File: config.mk
export PLATFORM = sky130hd
export DESIGN_NAME = bin2bcd_disp_src
export DESIGN_NICKNAME = d
export VERILOG_FILES = /design/src/rtl/bin2bcd_disp_src.sv
export SDC_FILE = /design/constraint.sdc
export NUM_CORES = 1
export LEC_CHECK = 0
export CORE_AREA = 2 2 78 80
export CTS_CLUSTER_DIAMETER = 100
export DETAILED_ROUTE_END_ITERATION = 7
export DIE_AREA = 0 0 80 82
export GPL_TIMING_DRIVEN = 0
export PLACE_DENSITY_LB_ADDON = 0.25
export RECOVER_POWER = 100
export REMOVE_ABC_BUFFERS = 1
export SETUP_SLACK_MARGIN = 0.3
export SLEW_MARGIN = 40
export SYNTH_ARGS = -nofsm -noshare
export SYNTH_HDL_FRONTEND = slang
export SYNTH_SLANG_ARGS = --single-unit
File: constraint.sdc
create_clock -name clk_i -period 2.45 [get_ports clk_i]
set_input_delay 0.49 -clock clk_i [delete_from_list [all_inputs] [get_ports clk_i]]
set_output_delay 0.49 -clock clk_i [all_outputs]
set_load 0.1 [all_outputs]
File: src/rtl/bin2bcd_disp_src.sv
// Sequential double-dabble binary-to-BCD converter feeding the 4-digit LED scanner.
// Optional leading-zero blank mask is enabled with LEADING_ZERO_BLANK_EN.
module bin2bcd_disp_src #(
   parameter int BIN_W   = 14,
   parameter int DIGITS  = 4,
   parameter int MAX_VAL = 9999
) (
   input  logic                  clk_i,
   input  logic                  rst_i,
   input  logic                  start_i,
   input  logic [BIN_W-1:0]      bin_i,
   output logic                  busy_o,
   output logic                  done_o,
   output logic                  ovf_o,
   output logic [4*DIGITS-1:0]   bcd_o,
   output logic [DIGITS-1:0]     blank_o
);

   localparam int ACC_W = 4 * DIGITS;
   localparam int CNT_W = $clog2(BIN_W + 1);
   localparam logic [BIN_W:0]     MAX_V    = (BIN_W + 1)'(MAX_VAL);
   localparam logic [CNT_W-1:0]   LAST_CNT = CNT_W'(BIN_W - 1);
   localparam logic [ACC_W-1:0]   NINES    = {DIGITS{4'h9}};

   typedef enum logic {IDLE, CONV} state_t;

   state_t             state_q;
   logic [ACC_W-1:0]   acc_q;
   logic [BIN_W-1:0]   sh_q;
   logic [CNT_W-1:0]   cnt_q;
   logic               ovfPend_q;
   logic               busy_q;
   logic               done_q;
   logic               ovf_q;
   logic [ACC_W-1:0]   bcd_q;

   logic [ACC_W-1:0]   accAdj_d;
   logic [ACC_W-1:0]   accShift_d;
   logic [ACC_W-1:0]   bcdFinal_d;
   logic               lastConv;

   // Per-nibble add-3 with no carry between nibbles, then the shift step.
   always_comb begin
      accAdj_d = acc_q;
      for (int d = 0; d < DIGITS; d++) begin
         if (acc_q[4*d +: 4] >= 4'd5)
            accAdj_d[4*d +: 4] = acc_q[4*d +: 4] + 4'd3;
      end
      accShift_d = {accAdj_d[ACC_W-2:0], sh_q[BIN_W-1]};
      bcdFinal_d = ovfPend_q ? NINES : accShift_d;
   end

   assign lastConv = (state_q == CONV) && (cnt_q == LAST_CNT);

   always_ff @(posedge clk_i or posedge rst_i) begin
      if (rst_i) begin
         state_q   <= IDLE;
         acc_q     <= '0;
         sh_q      <= '0;
         cnt_q     <= '0;
         ovfPend_q <= 1'b0;
         busy_q    <= 1'b0;
         done_q    <= 1'b0;
         ovf_q     <= 1'b0;
         bcd_q     <= '0;
      end else begin
         done_q <= 1'b0;
         case (state_q)
            IDLE: begin
               if (start_i) begin
                  sh_q      <= bin_i;
                  acc_q     <= '0;
                  cnt_q     <= '0;
                  ovfPend_q <= ({1'b0, bin_i} > MAX_V);
                  busy_q    <= 1'b1;
                  state_q   <= CONV;
               end
            end
            CONV: begin
               acc_q <= accShift_d;
               sh_q  <= {sh_q[BIN_W-2:0], 1'b0};
               cnt_q <= cnt_q + CNT_W'(1);
               if (lastConv) begin
                  bcd_q   <= bcdFinal_d;
                  ovf_q   <= ovfPend_q;
                  done_q  <= 1'b1;
                  busy_q  <= 1'b0;
                  state_q <= IDLE;
               end
            end
            default: state_q <= IDLE;
         endcase
      end
   end

`ifdef LEADING_ZERO_BLANK_EN
   logic [DIGITS-1:0] blank_q;
   logic [DIGITS-1:0] blankFinal_d;
   logic              allZero;

   // Digit i blanks when it and every more-significant digit are zero; digit 0 never blanks.
   always_comb begin
      blankFinal_d = '0;
      allZero      = 1'b1;
      for (int i = DIGITS - 1; i >= 1; i--) begin
         allZero         = allZero && (accShift_d[4*i +: 4] == 4'd0);
         blankFinal_d[i] = allZero && !ovfPend_q;
      end
   end

   always_ff @(posedge clk_i or posedge rst_i) begin
      if (rst_i)
         blank_q <= '0;
      else if (lastConv)
         blank_q <= blankFinal_d;
   end

   assign blank_o = blank_q;
`else
   assign blank_o = '0;
`endif

   assign busy_o = busy_q;
   assign done_o = done_q;
   assign ovf_o  = ovf_q;
   assign bcd_o  = bcd_q;

endmodule

==> results.cfg, run 1 <==
[status]
status = complete, no violations

[detailed_routing]
wl_per_cell_um = 13.37
vias_per_cell = 5.274
totalWireLength_um = 4935
drt_iter0_markers = 112
ant_nets = 0
drcViolationCount = 0
first_pass_iters = 4
routed-via-count = 1946

[logic_synthesis]
synth_edf_count = 0
ys_ff_latch = 55
seq_area_frac_synth_pct = 50.16
synth_cells = 263
yosys.area.top_type = dfrtp_1
ys_types = 32
synth_area_mm2 = 0.002744
ys_async_sr_fraction_pct = 100.0
synth.area.top_cells = dfrtp_1 (50%), mux2i_1 (8.8%), ha_1 (4.6%), nand2_1 (4.4%), o21ai_0 (3.8%)
syn_area_per_cell_um2 = 10.43
synth_top_flop_cell = dfrtp_1
synth_top_area_share_pct = 50.16
ys.warnings.count = 0

[sta]
max_slew_margin_pct = 5.807
finalCritPeriodShare_pct = 83.09
setup_viol = 0
hold_viol_final = 0
rsz0062_at_grt = no
maxSlewViolCount = 0
fin_skew_ns = 0.006349
tightest_slew_ns = 1.405
fmaxAchievable_mhz = 491.2
period_minus_slack_ns = 2.036
worst_slack_ns = 0.4143

[floorplanning]
core-area_mm2 = 0.005746
die_area_mm2 = 0.006560
dieWidth_um = 80
initial_core_util_pct = 47.76
rows = 28
boundaryPins = 40
die_y_um = 82

[finish]
area_growth_syn_to_layout_pct = 12.49
layout_commonest_cell = dfrtp_1
final_cell_mix = dfrtp_1 (55), nand2_1 (32), mux2i_1 (24)
nNetsFinal = 320
n_fill_cell = 551
utilization_pct = 53.72
multi_input_area_mm2 = 0.001200
n_antenna_cell = 0
ff_latch_area_mm2 = 0.001376
drive_gt1_share_pct = 5.782

[clock_network]
worstSkewPairLatency_ns = 0.31
cts_resized = 0
cts_tree = built
post-cts-setup-buffers = 0
path_clk_slew_ns = 0.09
postCtsHoldBufs = 0
cts_buffers = 5
cts_sinks = 55
htreeDepth = 2
cts-root-buf = clkbuf_8
cts_buffer_depth = 2

[setup_path]
critPathTopFamily = buffers and inverters
max_stage_delay_ns = 0.88
endpoint_kind = output pin
cp_num_buf_inv = 1
crit_arrival_ns = 1.55
path_cells = clkbuf_1
path_class = flop to output pin
critPathMaxFanout = 2
slowest_stage = clkbuf_1
cp-start-kind = flop
cp.required_ns = 1.96

[place]
dp_hpwl_um = 3309
finalWeightedCongestion = 0.7819
port_buffers = 35
preCtsSetupSlack_ns = 0.6746

[job]
maxCapViolCount = 0

[global_routing]
track_usage_pct = 16.14
antenna_found_initial = 0
grt_pass1_wl_um = 8114
grt_pass1_vias = 1760
grt_max_degree = 59
overflow = 0

[worst_hold_path]
hp-class = flop to flop
-- sequential cells by signal, indices dropped and copies added, names as in the netlist --
name	cells
acc_q	16
bcd_o	16
sh_q	14
cnt_q	4
busy_o	1
done_o	1
ovfPend_q	1
ovf_o	1
state_q	1
-- cell families (layout without fill, tap and decap cells) --
kind of cell	count (synthesis)	count (layout)	synth area share, %
simple gates	75	75	13.73
compound gates	63	63	15.09
flops	55	55	50.16
buf+inv	30	58	5.973
mux	24	24	8.755
fa+ha+maj	10	10	4.560
xor+xnor	5	5	1.596
other cells	1	4	0.1367
-- final cells by class --
cell class              count  share of cell area, %
multi-input cells         181                  38.87
clock buffers               8                  3.243
repair buffers             37                  8.634
flip-flops and latches     55                  44.59
well taps                  75                  3.040
inverters                  13                  1.621
-- metal layers --
layer | track usage [%] | share of wire, % | vias to the layer above | routed length, µm
met5 | 0 | 0 | - | 0
met3 | 4.176 | 4.5 | 5 | 223
li1 | - | - | 958 | -
met1 | 20.89 | 47 | 942 | 2325
met2 | 26.67 | 47 | 41 | 2328
met4 | 5.085 | 1.2 | 0 | 57
-- Yosys cell counts (2+ instances only) --
cell      count
a21o_1        8
a21oi_1      13
a21oi_2       5
a22o_1        7
a31oi_1       3
buf_2         8
buf_4         7
buf_6         2
dfrtp_1      55
ha_1         10
inv_1        12
mux2i_1      24
nand2_1      32
nand2b_1      6
nand3_1       4
nor2_1       15
nor3_1        3
nor3b_1      10
o21ai_0      21
o31ai_1       3
xnor2_1       4
-- metrics by stage --
step	std cells	setup TNS, ns	hold slack (ns)	instance area, µm²
global route	369	0	0.4966	3087
detailed placement	361	0	0.4505	3030
floorplan	249	0	0.4492	2640
finish	369	0	0.4721	3087
global placement	359	-36.32	0.4530	3084
CTS	369	0	0.4719	3131
-- final timing paths --
kind,startpoint,to,slack [ns],cells after the start
hold / removal,bcd_o[0],bcd_o[0],0.47,2
max in group asynchronous,rst_i,cnt_q[2],0.82,3
setup reg to reg,state_q,bcd_o[1],0.64,4
min in group asynchronous,rst_i,sh_q[5],0.94,2
hold reg to reg,bcd_o[0],bcd_o[0],0.47,2
setup / recovery,bcd_o[1],bcd_o[1],0.41,1
Power of run 1 is left out: the tool's default activity adds up to more than one toggle a clock period on the data nets, which glitch-free logic cannot reach.
==> run 2: changes to the inputs <==
==> constraint.sdc (replaced) <==
create_clock -name clk_i -period 1.9 [get_ports clk_i]
set_input_delay 0.38 -clock clk_i [delete_from_list [all_inputs] [get_ports clk_i]]
set_output_delay 0.38 -clock clk_i [all_outputs]
set_load 0.1 [all_outputs]
==> run 2 against run 1 <==
Final cell count up 2.4%; clock skew about the same; first-iteration DRC count down 22%; via count up 2.9%; clock-buffer cell count unchanged; critical path depth up 5; sequential share of layout area down 0.96 points; register-to-register slack worse by 0.32 ns; core utilization up 1.3 points; global-route usage up 0.091 points; setup slack worse by 0.099 ns; flip-flop and latch count unchanged; critical path type is now flop to flop; critical endpoint is now bcd_o[2]; highest routed layer unchanged.
==> results.cfg, run 2 (synthesis gave the netlist of run 1 again) <==
[floorplanning]
initial_core_util_pct = 47.76
die_area_mm2 = 0.006560
die_y_um = 82
dieWidth_um = 80
rows = 28
core-area_mm2 = 0.005746
boundaryPins = 40

[global_routing]
overflow = 0
grt_pass1_vias = 1769
grt_max_degree = 59
track_usage_pct = 16.23
antenna_found_initial = 0
grt_pass1_wl_um = 8183

[setup_path]
critPathMaxFanout = 5
endpoint_kind = flop
r2r_end = bcd_o[2]
cp.required_ns = 2.15
slowest_stage = dfrtp_1
path_class = flop to flop
rr_worst_depth = 6
cp.depth = 6
cp_num_buf_inv = 1
worstSetupStartpoint = acc_q[0]
endpoint = bcd_o[2]
worstReg2RegStart = acc_q[0]
cp-start-kind = flop
max_stage_delay_ns = 0.43
critPathTopFamily = flip-flops
reg2reg_slack_ns = 0.32
crit_arrival_ns = 1.84
path_cells = inv_1, ha_1, nand2b_1, a21oi_1, mux2i_1, a22o_1

[clock_network]
cts-root-buf = clkbuf_8
cts_buffers = 5
htreeDepth = 2
worstSkewPairLatency_ns = 0.31
postCtsHoldBufs = 0
cts_buffer_depth = 2
cts_sinks = 55
path_clk_slew_ns = 0.09
cts_tree = built

[sta]
fmaxAchievable_mhz = 631.1
maxSlewViolCount = 0
max_slew_margin_pct = 50.16
period_minus_slack_ns = 1.584
tightest_slew_ns = 0.7475
hold_viol_final = 0
finalCritPeriodShare_pct = 83.39
fin_skew_ns = 0.005943
setup_viol = 0
rsz0062_at_grt = yes

[place]
dp_hpwl_um = 3309
port_buffers = 35
place_area_mm2 = 0.003030
finalWeightedCongestion = 0.7819

[finish]
nNetsFinal = 329
n_fill_cell = 537
final_area_mm2 = 0.003163
drive_gt1_share_pct = 13.53
area_growth_syn_to_layout_pct = 15.28
layout_commonest_cell = dfrtp_1
n_antenna_cell = 0
final_cell_mix = dfrtp_1 (54), nand2_1 (32), mux2i_1 (24)

[detailed_routing]
routed-via-count = 2002
first_pass_iters = 4
drcViolationCount = 0
wl_per_cell_um = 13.77
ant_nets = 0
drt_iter0_markers = 87
vias_per_cell = 5.296
totalWireLength_um = 5204

[worst_hold_path]
hp-class = flop to flop

[status]
status = complete, no violations

[job]
maxCapViolCount = 0
-- run 2: worst min path at each step --
| stage | startpoint | endpoint | slack, ns | cells after the start |
|---|---|---|---|---|
| finish | bcd_o[0] | bcd_o[0] | 0.47 | 2 |
| detailed placement | bcd_o[0] | bcd_o[0] | 0.45 | 2 |
| global route | bcd_o[0] | bcd_o[0] | 0.50 | 2 |
| global placement | bcd_o[0] | bcd_o[0] | 0.45 | 2 |
| floorplan | sh_q[9] | sh_q[10] | 0.45 | 2 |
| CTS | rst_i | sh_q[4] | 0.42 | 2 |
-- run 2: what timing repair did --
action                     CTS  global route
setup endpoints to repair   18            10
buffers inserted             6             2
resized for setup            1             4
gates cloned                 0             1
pin swaps                    2             3
-- run 2: layout make-up --
class	count	area (µm²)	share of cell area [%]
inverter	13	53.80	1.701
tap	75	93.84	2.967
clock buffer	8	100.1	3.165
timing repair buffer	46	349.1	11.04
multi-input combinational	181	1186	37.50
sequential	55	1380	43.63
-- run 2: tightest hold or removal path, stage by stage (launching register included) --
cell and delay [ns]:
dfrtp_1 0.35, nand2_1 0.05, nand2_1 0.05
-- run 2: metal layers --
layer | share of wire, % | global-route usage, % | wire length, µm
met5 | 0 | 0 | 0
met4 | 0.98 | 5.085 | 51
met3 | 4.7 | 4.176 | 246
met2 | 47 | 26.92 | 2424
met1 | 48 | 20.95 | 2483
-- run 2: stage by stage --
| step | instances | worst slack [ns] | utilization [%] | TNS, ns | hold slack [ns] |
|---|---|---|---|---|---|
| 2_1_floorplan | 249 | -0.4033 | - | -6.483 | 0.4492 |
| 3_3_place_gp | 359 | -1.178 | 53.68 | -84.60 | 0.4530 |
| 3_5_place_dp | 361 | 0.1516 | 52.74 | 0 | 0.4505 |
| 4_1_cts | 375 | 0.3420 | 55.53 | 0 | 0.4178 |
| 5_1_grt | 378 | 0.1938 | 55.05 | 0 | 0.4958 |
| 6_report | 378 | 0.3155 | 55.05 | 0 | 0.4697 |
Power of run 2 is left out for the same reason.
==> run 3: changes to the inputs <==
==> constraint.sdc (replaced) <==
create_clock -name clk_i -period 1.5 [get_ports clk_i]
set_input_delay 0.3 -clock clk_i [delete_from_list [all_inputs] [get_ports clk_i]]
set_output_delay 0.3 -clock clk_i [all_outputs]
set_load 0.1 [all_outputs]
==> run 3 against run 2 <==
The flow now finishes with violations (negative setup slack); flip-flop and latch count unchanged; clock skew up 0.0042 ns; final cell count up 14%; highest routed layer unchanged; worst hold slack worse by 0.012 ns; critical path depth down 2; routed wire length up 58%; clock-buffer cell count unchanged; setup slack worse by 0.38 ns; die area unchanged; sequential share of layout area down 11 points; register-to-register slack worse by 0.38 ns.
==> results.cfg, run 3 (synthesis gave the netlist of run 1 again) <==
[detailed_routing]
ant_nets = 0
totalWireLength_um = 8238
drt_iter0_markers = 151
wl_per_cell_um = 19.07
first_pass_iters = 4
vias_per_cell = 5.523
drcViolationCount = 0
routed-via-count = 2386

[place]
dp.cells = 361
dp_hpwl_um = 3309
port_buffers = 35
preCtsSetupSlack_ns = -0.2484
finalWeightedCongestion = 0.7819

[clock_network]
cts_sinks = 55
path_clk_slew_ns = 0.10
worstSkewPairLatency_ns = 0.32
cts_buffers = 5
postCtsHoldBufs = 0
cts_tree = built
cts-root-buf = clkbuf_8
htreeDepth = 2
cts_buffer_depth = 2

[finish]
nNetsFinal = 383
final_cells = 432
n_antenna_cell = 0
drive_gt1_share_pct = 44.54
layout_commonest_cell = dfrtp_1
final_cell_mix = dfrtp_1 (50), buf_4 (39), nand2_1 (31)
area_growth_syn_to_layout_pct = 52.53

[setup_path]
r2r_end = cnt_q[0]
max_stage_delay_ns = 0.45
slowest_stage = dfrtp_4
path_cells = clkbuf_1, clkbuf_2, clkbuf_16, mux2i_1
crit_arrival_ns = 1.77
cp.required_ns = 1.71
cp-start-kind = flop
rr_worst_depth = 4
endpoint_kind = flop
worstReg2RegStart = state_q
critPathMaxFanout = 7
path_class = flop to flop
reg2reg_slack_ns = -0.06

[job]
maxCapViolCount = 0

[sta]
fin_skew_ns = 0.01014
finalCritPeriodShare_pct = 104.0
setup_viol = 1
worst_slack_ns = -0.06066
period_minus_slack_ns = 1.561
rsz0062_at_grt = yes
max_slew_margin_pct = 54.03
fin_tns_setup_ns = -0.06066
hold_viol_final = 0
maxSlewViolCount = 0
fmaxAchievable_mhz = 640.8
tightest_slew_ns = 0.6886

[worst_hold_path]
min_to = busy_o
hold_depth = 3
min_from = start_i
hp-class = input port to flop

[floorplanning]
initial_core_util_pct = 47.76
boundaryPins = 40
dieWidth_um = 80
rows = 28
die_area_mm2 = 0.006560
core-area_mm2 = 0.005746
die_y_um = 82

[global_routing]
grt_pass1_wl_um = 10460
antenna_found_initial = 0
track_usage_pct = 20.95
overflow = 0
grt_pass1_vias = 2127
grt_max_degree = 32

[status]
failed_checks = negative setup slack
status = finished, violations left
[run 3: worst max-delay path by stage]
stage	start	endpoint	depth (start not counted)
floorplan	state_q	bcd_o[11]	3
global placement	state_q	bcd_o[0]	4
detailed placement	state_q	bcd_o[0]	5
CTS	acc_q[0]	bcd_o[2]	5
global route	state_q	cnt_q[0]	4
finish	state_q	cnt_q[0]	4
[run 3: critical path, delay by kind of cell, from the launching register on]
family	cells	cell delay [ns]
buf+inv	3	0.71
mux	1	0.30
flops	1	0.45
[run 3: final cells by class]
type	instances	area [µm²]
multi-input cells	181	1588
fillers	396	1560
flip-flops and latches	55	1385
repair buffers	99	945.9
clock buffers	8	100.1
well taps	75	93.84
inverters	13	61.31
repair inverters	1	11.26
[run 3: per-stage QoR]
step / util (%) / hold WS (ns) / instance area [µm²]
2_1_floorplan: - / 0.3863 / 2640
3_3_place_gp: 53.68 / 0.4530 / 3084
3_5_place_dp: 52.74 / 0.4505 / 3030
4_1_cts: 69.80 / 0.3378 / 4010
5_1_grt: 72.84 / 0.4687 / 4185
6_report: 72.84 / 0.4581 / 4185
[run 3: timing repair]
action | CTS | global route
setup buffers | 32 | 24
pin swaps | 27 | 21
gates cloned | 3 | 4
setup endpoints to repair | 57 | 73
resized for setup | 134 | 73
[run 3: routing by layer]
layer / share of wire, % / vias up / GRT usage (%)
met5: 0 / - / 0
met3: 6.7 / 16 / 4.396
met4: 1.6 / 0 / 6.780
met2: 54 / 91 / 36.08
met1: 38 / 1190 / 26.45
li1: - / 1089 / -
Power of run 3 is left out for the same reason.
